<file path="config.mk">
export PLATFORM = sky130hd
export DESIGN_NAME = camera_pattern_gen
export DESIGN_NICKNAME = d
export VERILOG_FILES = /design/src/rtl/camera_pkg.sv /design/src/rtl/camera_rgb2yuv.sv /design/src/rtl/camera_pattern_gen.sv
export SDC_FILE = /design/constraint.sdc
export NUM_CORES = 1
export LEC_CHECK = 0
export ABC_AREA = 1
export BUFFER_PORTS_ARGS = -buffer_cell sky130_fd_sc_hd__buf_2
export CAP_MARGIN = 20
export CORE_UTILIZATION = 40
export CTS_CLUSTER_DIAMETER = 40
export DETAILED_ROUTE_END_ITERATION = 16
export PLACE_DENSITY = 0.61
export REMOVE_ABC_BUFFERS = 1
export SETUP_SLACK_MARGIN = 0.15
export SYNTH_ARGS = -nofsm -noshare
export SYNTH_HDL_FRONTEND = slang
export SYNTH_SLANG_ARGS = --single-unit
</file>
<file path="constraint.sdc">
create_clock -name PCLK -period 8.6 [get_ports PCLK]
set_input_delay 1.72 -clock PCLK [delete_from_list [all_inputs] [get_ports PCLK]]
set_output_delay 1.72 -clock PCLK [all_outputs]
set_load 0.005 [all_outputs]
</file>
<file path="src/rtl/camera_pkg.sv">
// Shared encodings, colour-bar table and YUV clamp limits for the camera test-pattern generator.
package camera_pkg;

    typedef enum logic [1:0] {
        MODE_BARS    = 2'b00,
        MODE_RAMP    = 2'b01,
        MODE_SOLID   = 2'b10,
        MODE_CHECKER = 2'b11
    } mode_e;

    typedef enum logic {
        FMT_YUV422 = 1'b0,
        FMT_RGB565 = 1'b1
    } fmt_e;

    typedef struct packed {
        logic [7:0] r;
        logic [7:0] g;
        logic [7:0] b;
    } rgb_t;

    localparam logic [7:0] Y_MIN = 8'd16;
    localparam logic [7:0] Y_MAX = 8'd235;
    localparam logic [7:0] C_MIN = 8'd16;
    localparam logic [7:0] C_MAX = 8'd240;

    // Bars left to right: white, yellow, cyan, green, magenta, red, blue, black.
    function automatic rgb_t bar_colour(input logic [2:0] idx);
        case (idx)
            3'd0:    return 24'hFFFFFF;
            3'd1:    return 24'hFFFF00;
            3'd2:    return 24'h00FFFF;
            3'd3:    return 24'h00FF00;
            3'd4:    return 24'hFF00FF;
            3'd5:    return 24'hFF0000;
            3'd6:    return 24'h0000FF;
            default: return 24'h000000;
        endcase
    endfunction

    function automatic logic [7:0] clamp8(input logic signed [17:0] val,
                                          input logic [7:0] lo,
                                          input logic [7:0] hi);
        if (val < $signed({10'd0, lo}))
            return lo;
        else if (val > $signed({10'd0, hi}))
            return hi;
        else
            return val[7:0];
    endfunction

endpackage

</file>
<file path="src/rtl/camera_rgb2yuv.sv">
// Combinational BT.601-style RGB to YUV conversion with floor rounding and studio-range clamping.
module camera_rgb2yuv
    import camera_pkg::*;
(
    input  rgb_t       rgb,
    output logic [7:0] y,
    output logic [7:0] u,
    output logic [7:0] v
);

    logic signed [17:0] rs, gs, bs;
    logic signed [17:0] y_t, u_t, v_t;

    always_comb begin
        rs = $signed({10'd0, rgb.r});
        gs = $signed({10'd0, rgb.g});
        bs = $signed({10'd0, rgb.b});
        // Arithmetic shift of a signed sum rounds toward minus infinity, as the chroma terms need.
        y_t = (18'sd66 * rs + 18'sd129 * gs + 18'sd25 * bs) >>> 8;
        u_t = (18'sd112 * bs - 18'sd38 * rs - 18'sd74 * gs) >>> 8;
        v_t = (18'sd112 * rs - 18'sd94 * gs - 18'sd18 * bs) >>> 8;
        y   = clamp8(y_t + 18'sd16, Y_MIN, Y_MAX);
        u   = clamp8(u_t + 18'sd128, C_MIN, C_MAX);
        v   = clamp8(v_t + 18'sd128, C_MIN, C_MAX);
    end

endmodule

</file>
<file path="src/rtl/camera_pattern_gen.sv">
// Camera-style DVP test-pattern source (bars, ramp, solid, checker) in YUV422 or RGB565.
// Define CAMERA_PATTERN_GEN_SCROLL_EN to scroll the pattern one pixel left per frame.
module camera_pattern_gen
    import camera_pkg::*;
#(
    parameter int H_ACTIVE = 640,
    parameter int V_ACTIVE = 480,
    parameter int H_BLANK  = 320,
    parameter int V_FP     = 8,
    parameter int V_PW     = 4,
    parameter int V_BP     = 8
) (
    input  logic        PCLK,
    input  logic        ARESETN,
    input  logic        ENABLE,
    input  logic [1:0]  MODE,
    input  logic        FMT,
    input  logic [23:0] SOLID_RGB,
    output logic        HREF,
    output logic        VSYNC,
    output logic [7:0]  CAMDATA,
    output logic [15:0] FRAME_CNT
);

    localparam int H_TOTAL = 2 * H_ACTIVE + H_BLANK;
    localparam int V_TOTAL = V_FP + V_PW + V_BP + V_ACTIVE;
    localparam int V_ACT0  = V_FP + V_PW + V_BP;
    localparam int HW      = $clog2(H_TOTAL);
    localparam int VW      = $clog2(V_TOTAL);
    localparam int BAR_W   = H_ACTIVE / 8;

    logic [HW-1:0] hcnt;
    logic [VW-1:0] vcnt;
    mode_e         cfg_mode;
    fmt_e          cfg_fmt;
    rgb_t          cfg_solid;

    logic          h_last, v_last, frame_start, pixel_on, vs_line;
    logic [15:0]   x_raw, y_idx, px;
    rgb_t          pix;
    logic [7:0]    yuv_y, yuv_u, yuv_v;
    logic [7:0]    byte_nxt;

    assign h_last      = (hcnt == HW'(H_TOTAL - 1));
    assign v_last      = (vcnt == VW'(V_TOTAL - 1));
    assign frame_start = (hcnt == '0) && (vcnt == '0);
    // Active lines run to the end of the frame, so only the lower bound needs a compare.
    assign pixel_on    = (hcnt < HW'(2 * H_ACTIVE)) && (vcnt >= VW'(V_ACT0));
    assign vs_line     = (vcnt >= VW'(V_FP)) && (vcnt < VW'(V_FP + V_PW));
    assign x_raw       = 16'(hcnt >> 1);
    assign y_idx       = 16'(vcnt) - 16'(V_ACT0);

`ifdef CAMERA_PATTERN_GEN_SCROLL_EN
    // Tracks FRAME_CNT mod H_ACTIVE incrementally, restarting when the frame counter wraps.
    logic [15:0] scroll_off;
    logic [15:0] x_sum;

    always_ff @(posedge PCLK or negedge ARESETN) begin
        if (!ARESETN)
            scroll_off <= '0;
        else if (ENABLE && h_last && v_last)
            scroll_off <= (FRAME_CNT == 16'hFFFF || scroll_off == 16'(H_ACTIVE - 1))
                          ? 16'd0 : scroll_off + 16'd1;
    end

    assign x_sum = x_raw + scroll_off;
    assign px    = (x_sum >= 16'(H_ACTIVE)) ? x_sum - 16'(H_ACTIVE) : x_sum;
`else
    assign px = x_raw;
`endif

    // NOTE: every combinational output gets a default first so no path can infer a latch.
    always_comb begin
        pix = '0;
        case (cfg_mode)
            MODE_BARS:    pix = bar_colour(3'(px / 16'(BAR_W)));
            MODE_RAMP:    pix = {px[7:0], px[7:0], px[7:0]};
            MODE_SOLID:   pix = cfg_solid;
            MODE_CHECKER: pix = (((px ^ y_idx) & 16'h0008) != 16'd0) ? 24'hFFFFFF : 24'h000000;
        endcase
    end

    camera_rgb2yuv u_rgb2yuv (
        .rgb (pix),
        .y   (yuv_y),
        .u   (yuv_u),
        .v   (yuv_v)
    );

    // Within each 4-byte pair slot: U(even), Y(even), V(odd), Y(odd); RGB565 alternates high/low.
    always_comb begin
        byte_nxt = '0;
        if (cfg_fmt == FMT_RGB565) begin
            byte_nxt = hcnt[0] ? {pix.g[4:2], pix.b[7:3]} : {pix.r[7:3], pix.g[7:5]};
        end else begin
            case (hcnt[1:0])
                2'd0:    byte_nxt = yuv_u;
                2'd2:    byte_nxt = yuv_v;
                default: byte_nxt = yuv_y;
            endcase
        end
    end

    // NOTE: sequential state uses non-blocking assignments so all registers update from pre-edge values.
    always_ff @(posedge PCLK or negedge ARESETN) begin
        if (!ARESETN) begin
            hcnt      <= '0;
            vcnt      <= '0;
            HREF      <= 1'b0;
            VSYNC     <= 1'b0;
            CAMDATA   <= '0;
            FRAME_CNT <= '0;
            cfg_mode  <= MODE_BARS;
            cfg_fmt   <= FMT_YUV422;
            cfg_solid <= '0;
        end else if (!ENABLE) begin
            hcnt    <= '0;
            vcnt    <= '0;
            HREF    <= 1'b0;
            VSYNC   <= 1'b0;
            CAMDATA <= '0;
        end else begin
            if (frame_start) begin
                cfg_mode  <= mode_e'(MODE);
                cfg_fmt   <= fmt_e'(FMT);
                cfg_solid <= SOLID_RGB;
            end
            if (h_last) begin
                hcnt <= '0;
                if (v_last) begin
                    vcnt      <= '0;
                    FRAME_CNT <= FRAME_CNT + 16'd1;
                end else begin
                    vcnt <= vcnt + VW'(1);
                end
            end else begin
                hcnt <= hcnt + HW'(1);
            end
            HREF    <= pixel_on;
            VSYNC   <= vs_line;
            CAMDATA <= pixel_on ? byte_nxt : 8'd0;
        end
    end

endmodule

</file>
==> results.py <==
metrics = {
    "drt": {
        "detailroute.via_count": 11000,
        "first_iter_violations": 575,
        "postRouteAntennaNets": 0,
        "drcViolationCount": 0,
        "drt-pass1-iter-count": 7,
        "finalWirelength_um": 34700,
        "wire_per_inst_um": 15.7,
        "drt-vias-per-instance": 4.99,
    },
    "hold_path": {
        "worst_hold_path.num_cells": 1,
        "hold_class": "reg2reg",
    },
    "setup_path": {
        "worstSetupStartpoint": "vcnt[2]$_DFFE_PN0P_",
        "crit_end": "CAMDATA[0]$_DFF_PN0_",
        "cp_data_arrival_time_ps": 8180,
        "critPathCaptureType": "flip-flop",
        "cpMaxStageDelayCell": "fa_1",
        "critical_path.reg2reg.startpoint": "vcnt[2]$_DFFE_PN0P_",
        "required_time_of_the_critical_path_ps": 8880,
        "critical_path_type": "reg2reg",
        "ff2ff_path_depth": 45,
        "regToRegSetupSlack_ps": 700,
        "timing.critical_path.slowest_cell_delay_ps": 550,
        "worst-path-max-fanout": 6,
        "critPathLaunchType": "flip-flop",
        "reg_to_reg_critical_path_endpoint": "CAMDATA[0]$_DFF_PN0_",
    },
    "timing": {
        "fin_worst_skew_ps": 10.1,
        "final_tns_setup_ps": 0,
        "number_of_pins_with_negative_max_slew_slack_in_the_final_report": 0,
        "final_hold_viol_count": 0,
        "period_minus_slack_ps": 7900,
        "timing.final.crit_share_pct": 91.9,
        "setup_viol": 0,
        "tightest_slew_ps": 854,
        "grt_setup_unrepaired": "true",
        "worst_slew_margin_rel_pct": 43.0,
        "max_frequency_mhz": 127,
    },
    "die": {
        "die_height_um": 178,
        "start_util_pct": 40.6,
        "chipWidth_um": 178,
        "num_rows": 64,
        "design.die.area_sq_mm": 0.0317,
        "core-area_sq_mm": 0.0306,
        "num_io_pins": 56,
    },
    "placed_design": {
        "gp_routability_congestion": 0.946,
        "portBuffers": 55,
        "hpwlAfterDp_um": 29500,
    },
    "global_routing": {
        "grt_overflow": 0,
        "grt_first_pass_wirelength_um": 55300,
        "pin_count_of_the_biggest_net_entering_global_routing": 66,
        "grt_util_all_layers_pct": 22.5,
        "via_count_of_the_first_global_routing_pass": 10900,
        "grt_antenna_before_repair": 0,
    },
    "cts": {
        "worst_setup_hold_path_clk_slew_ps": 70,
        "later_pin_clock_latency_in_the_skew_report_ps": 350,
        "max-clock-path-buffers": 2,
        "ctsHtreeMaxLevel": 3,
        "cts.hold.buffers_added": 0,
        "cts_root_buf": "clkbuf_16",
        "cts.sinks": 73,
        "tritoncts.num_buffers": 9,
        "tritoncts": "built",
    },
    "finish": {
        "n_antenna_cell": 0,
        "area_growth_syn_to_layout_pct": 10.9,
        "final_nets": 2126,
        "multiInputGateArea_sq_mm": 0.00913,
        "final_layout_size_suffix_gt1_share_pct": 10.4,
        "regArea_sq_mm": 0.00183,
        "final.fill_count": 3120,
        "utilization_pct": 45.0,
    },
    "logic_synthesis": {
        "synth_sequential_area_ratio_pct": 14.7,
        "synth.area.top_cells": "ha_1, dfrtp_1, fa_1",
        "netlist.top_cell.by_area": "ha_1",
        "total_number_of_yosys_warnings": 0,
        "synth_edf_count": 0,
        "predominant_post_synthesis_flop_cell": "dfrtp_1",
        "async_flop_share_pct": 100,
        "synth.ff_latch_count": 73,
        "synth.lib_cells_used.distinct": 49,
        "avgSynthCellArea_sq_um": 7.21,
        "yosys-top-cells-count": "inv_1, nand2_1, ha_1, nor2_1, a21oi_1",
        "synth.top_cell.area_share_pct": 20.7,
        "post_synth_instance_area_sq_mm": 0.0124,
        "syn_inst_count": 1722,
        "yosys.cell_count.top_type": "inv_1",
    },
    "status": {
        "status": "finished clean",
    },
    "run": {
        "cap_viol_max_count": 0,
    },
}
## registers in the layout, summed over array words and instances (netlist names)
signal     flops
HREF           1
vcnt           9
FRAME_CNT     16
cfg_mode       2
VSYNC          1
cfg_fmt        1
CAMDATA        8
hcnt          11
cfg_solid     24
## per-layer routing
metal | vias to the layer above | part of all wire, % | GRT usage, %
met5 | - | 0 | 0
met4 | 0 | 2.6 | 6.34
met3 | 58 | 5.1 | 2.96
met2 | 267 | 46 | 37.9
met1 | 5146 | 46 | 29.9
li1 | 5574 | - | -
## metrics by stage
step                hold slack [ps]  std cells  setup slack, ps  area (sq um)
floorplan                       477       1715             1230         12400
CTS                             486       2203              543         13600
global placement                473       2187              703         13300
finish                          488       2215              697         13800
detailed placement              473       2187              560         13300
global route                    495       2215              110         13800
## final cells by class
type,instances,share of cell area [%]
sequential,73,13.3
clock buffer,9,1.64
timing repair buffer,88,3.82
multi-input combinational,1250,66.3
tap,396,3.60
clock inverter,7,0.600
inverter,392,10.8
## critical path, delay by kind of cell (launching register included)
kind | cells | cell delay [ps]
fa+ha+maj | 8 | 3250
compound gates | 8 | 1070
xor+xnor | 1 | 120
simple gates | 19 | 2140
buf+inv | 9 | 840
flops | 1 | 420
## kinds of logic (layout without fill, tap and decap cells)
kind of cell,after synthesis,count (layout),share of synthesized area (%)
AO/OA/AOI/OAI,194,194,8.46
XOR/XNOR,74,74,5.28
adder cells (fa/ha/maj),282,282,33.1
buffers and inverters,399,496,12.1
flip-flops,73,73,14.7
multiplexers,27,27,2.45
AND/OR/NAND/NOR,673,673,23.9
## worst min path at each step
stage,from,endpoint,slack [ps]
global route,FRAME_CNT[14]$_DFFE_PN0P_,FRAME_CNT[14]$_DFFE_PN0P_,500
finish,FRAME_CNT[14]$_DFFE_PN0P_,FRAME_CNT[14]$_DFFE_PN0P_,490
detailed placement,FRAME_CNT[14]$_DFFE_PN0P_,FRAME_CNT[14]$_DFFE_PN0P_,470
global placement,FRAME_CNT[14]$_DFFE_PN0P_,FRAME_CNT[14]$_DFFE_PN0P_,470
floorplan,FRAME_CNT[14]$_DFFE_PN0P_,FRAME_CNT[14]$_DFFE_PN0P_,480
CTS,FRAME_CNT[14]$_DFFE_PN0P_,FRAME_CNT[14]$_DFFE_PN0P_,490
## cells in the final DEF, fill, tap and decap left out, types with 9 or more instances in the layout
master,instances
xor2_1,45
nand3b_1,13
nor3_1,17
mux2_2,27
nand3_1,85
buf_2,54
fa_1,77
dfrtp_1,73
inv_2,9
a21oi_1,106
nand2_2,12
ha_1,204
clkbuf_16,9
nor2_1,120
inv_1,376
o21bai_1,11
buf_4,34
o21ai_0,46
xnor2_1,28
nand2_1,373
nand4_1,18
## what timing repair did
item / in CTS / in global routing
setup endpoints to repair: 0 / 8
gates resized for setup: 0 / 20
endpoints found under the hold margin: 0 / 0
buffers inserted: 0 / 12
Power is left out: the tool's default activity adds up to more than one toggle a clock period on the data nets, which glitch-free logic cannot reach.
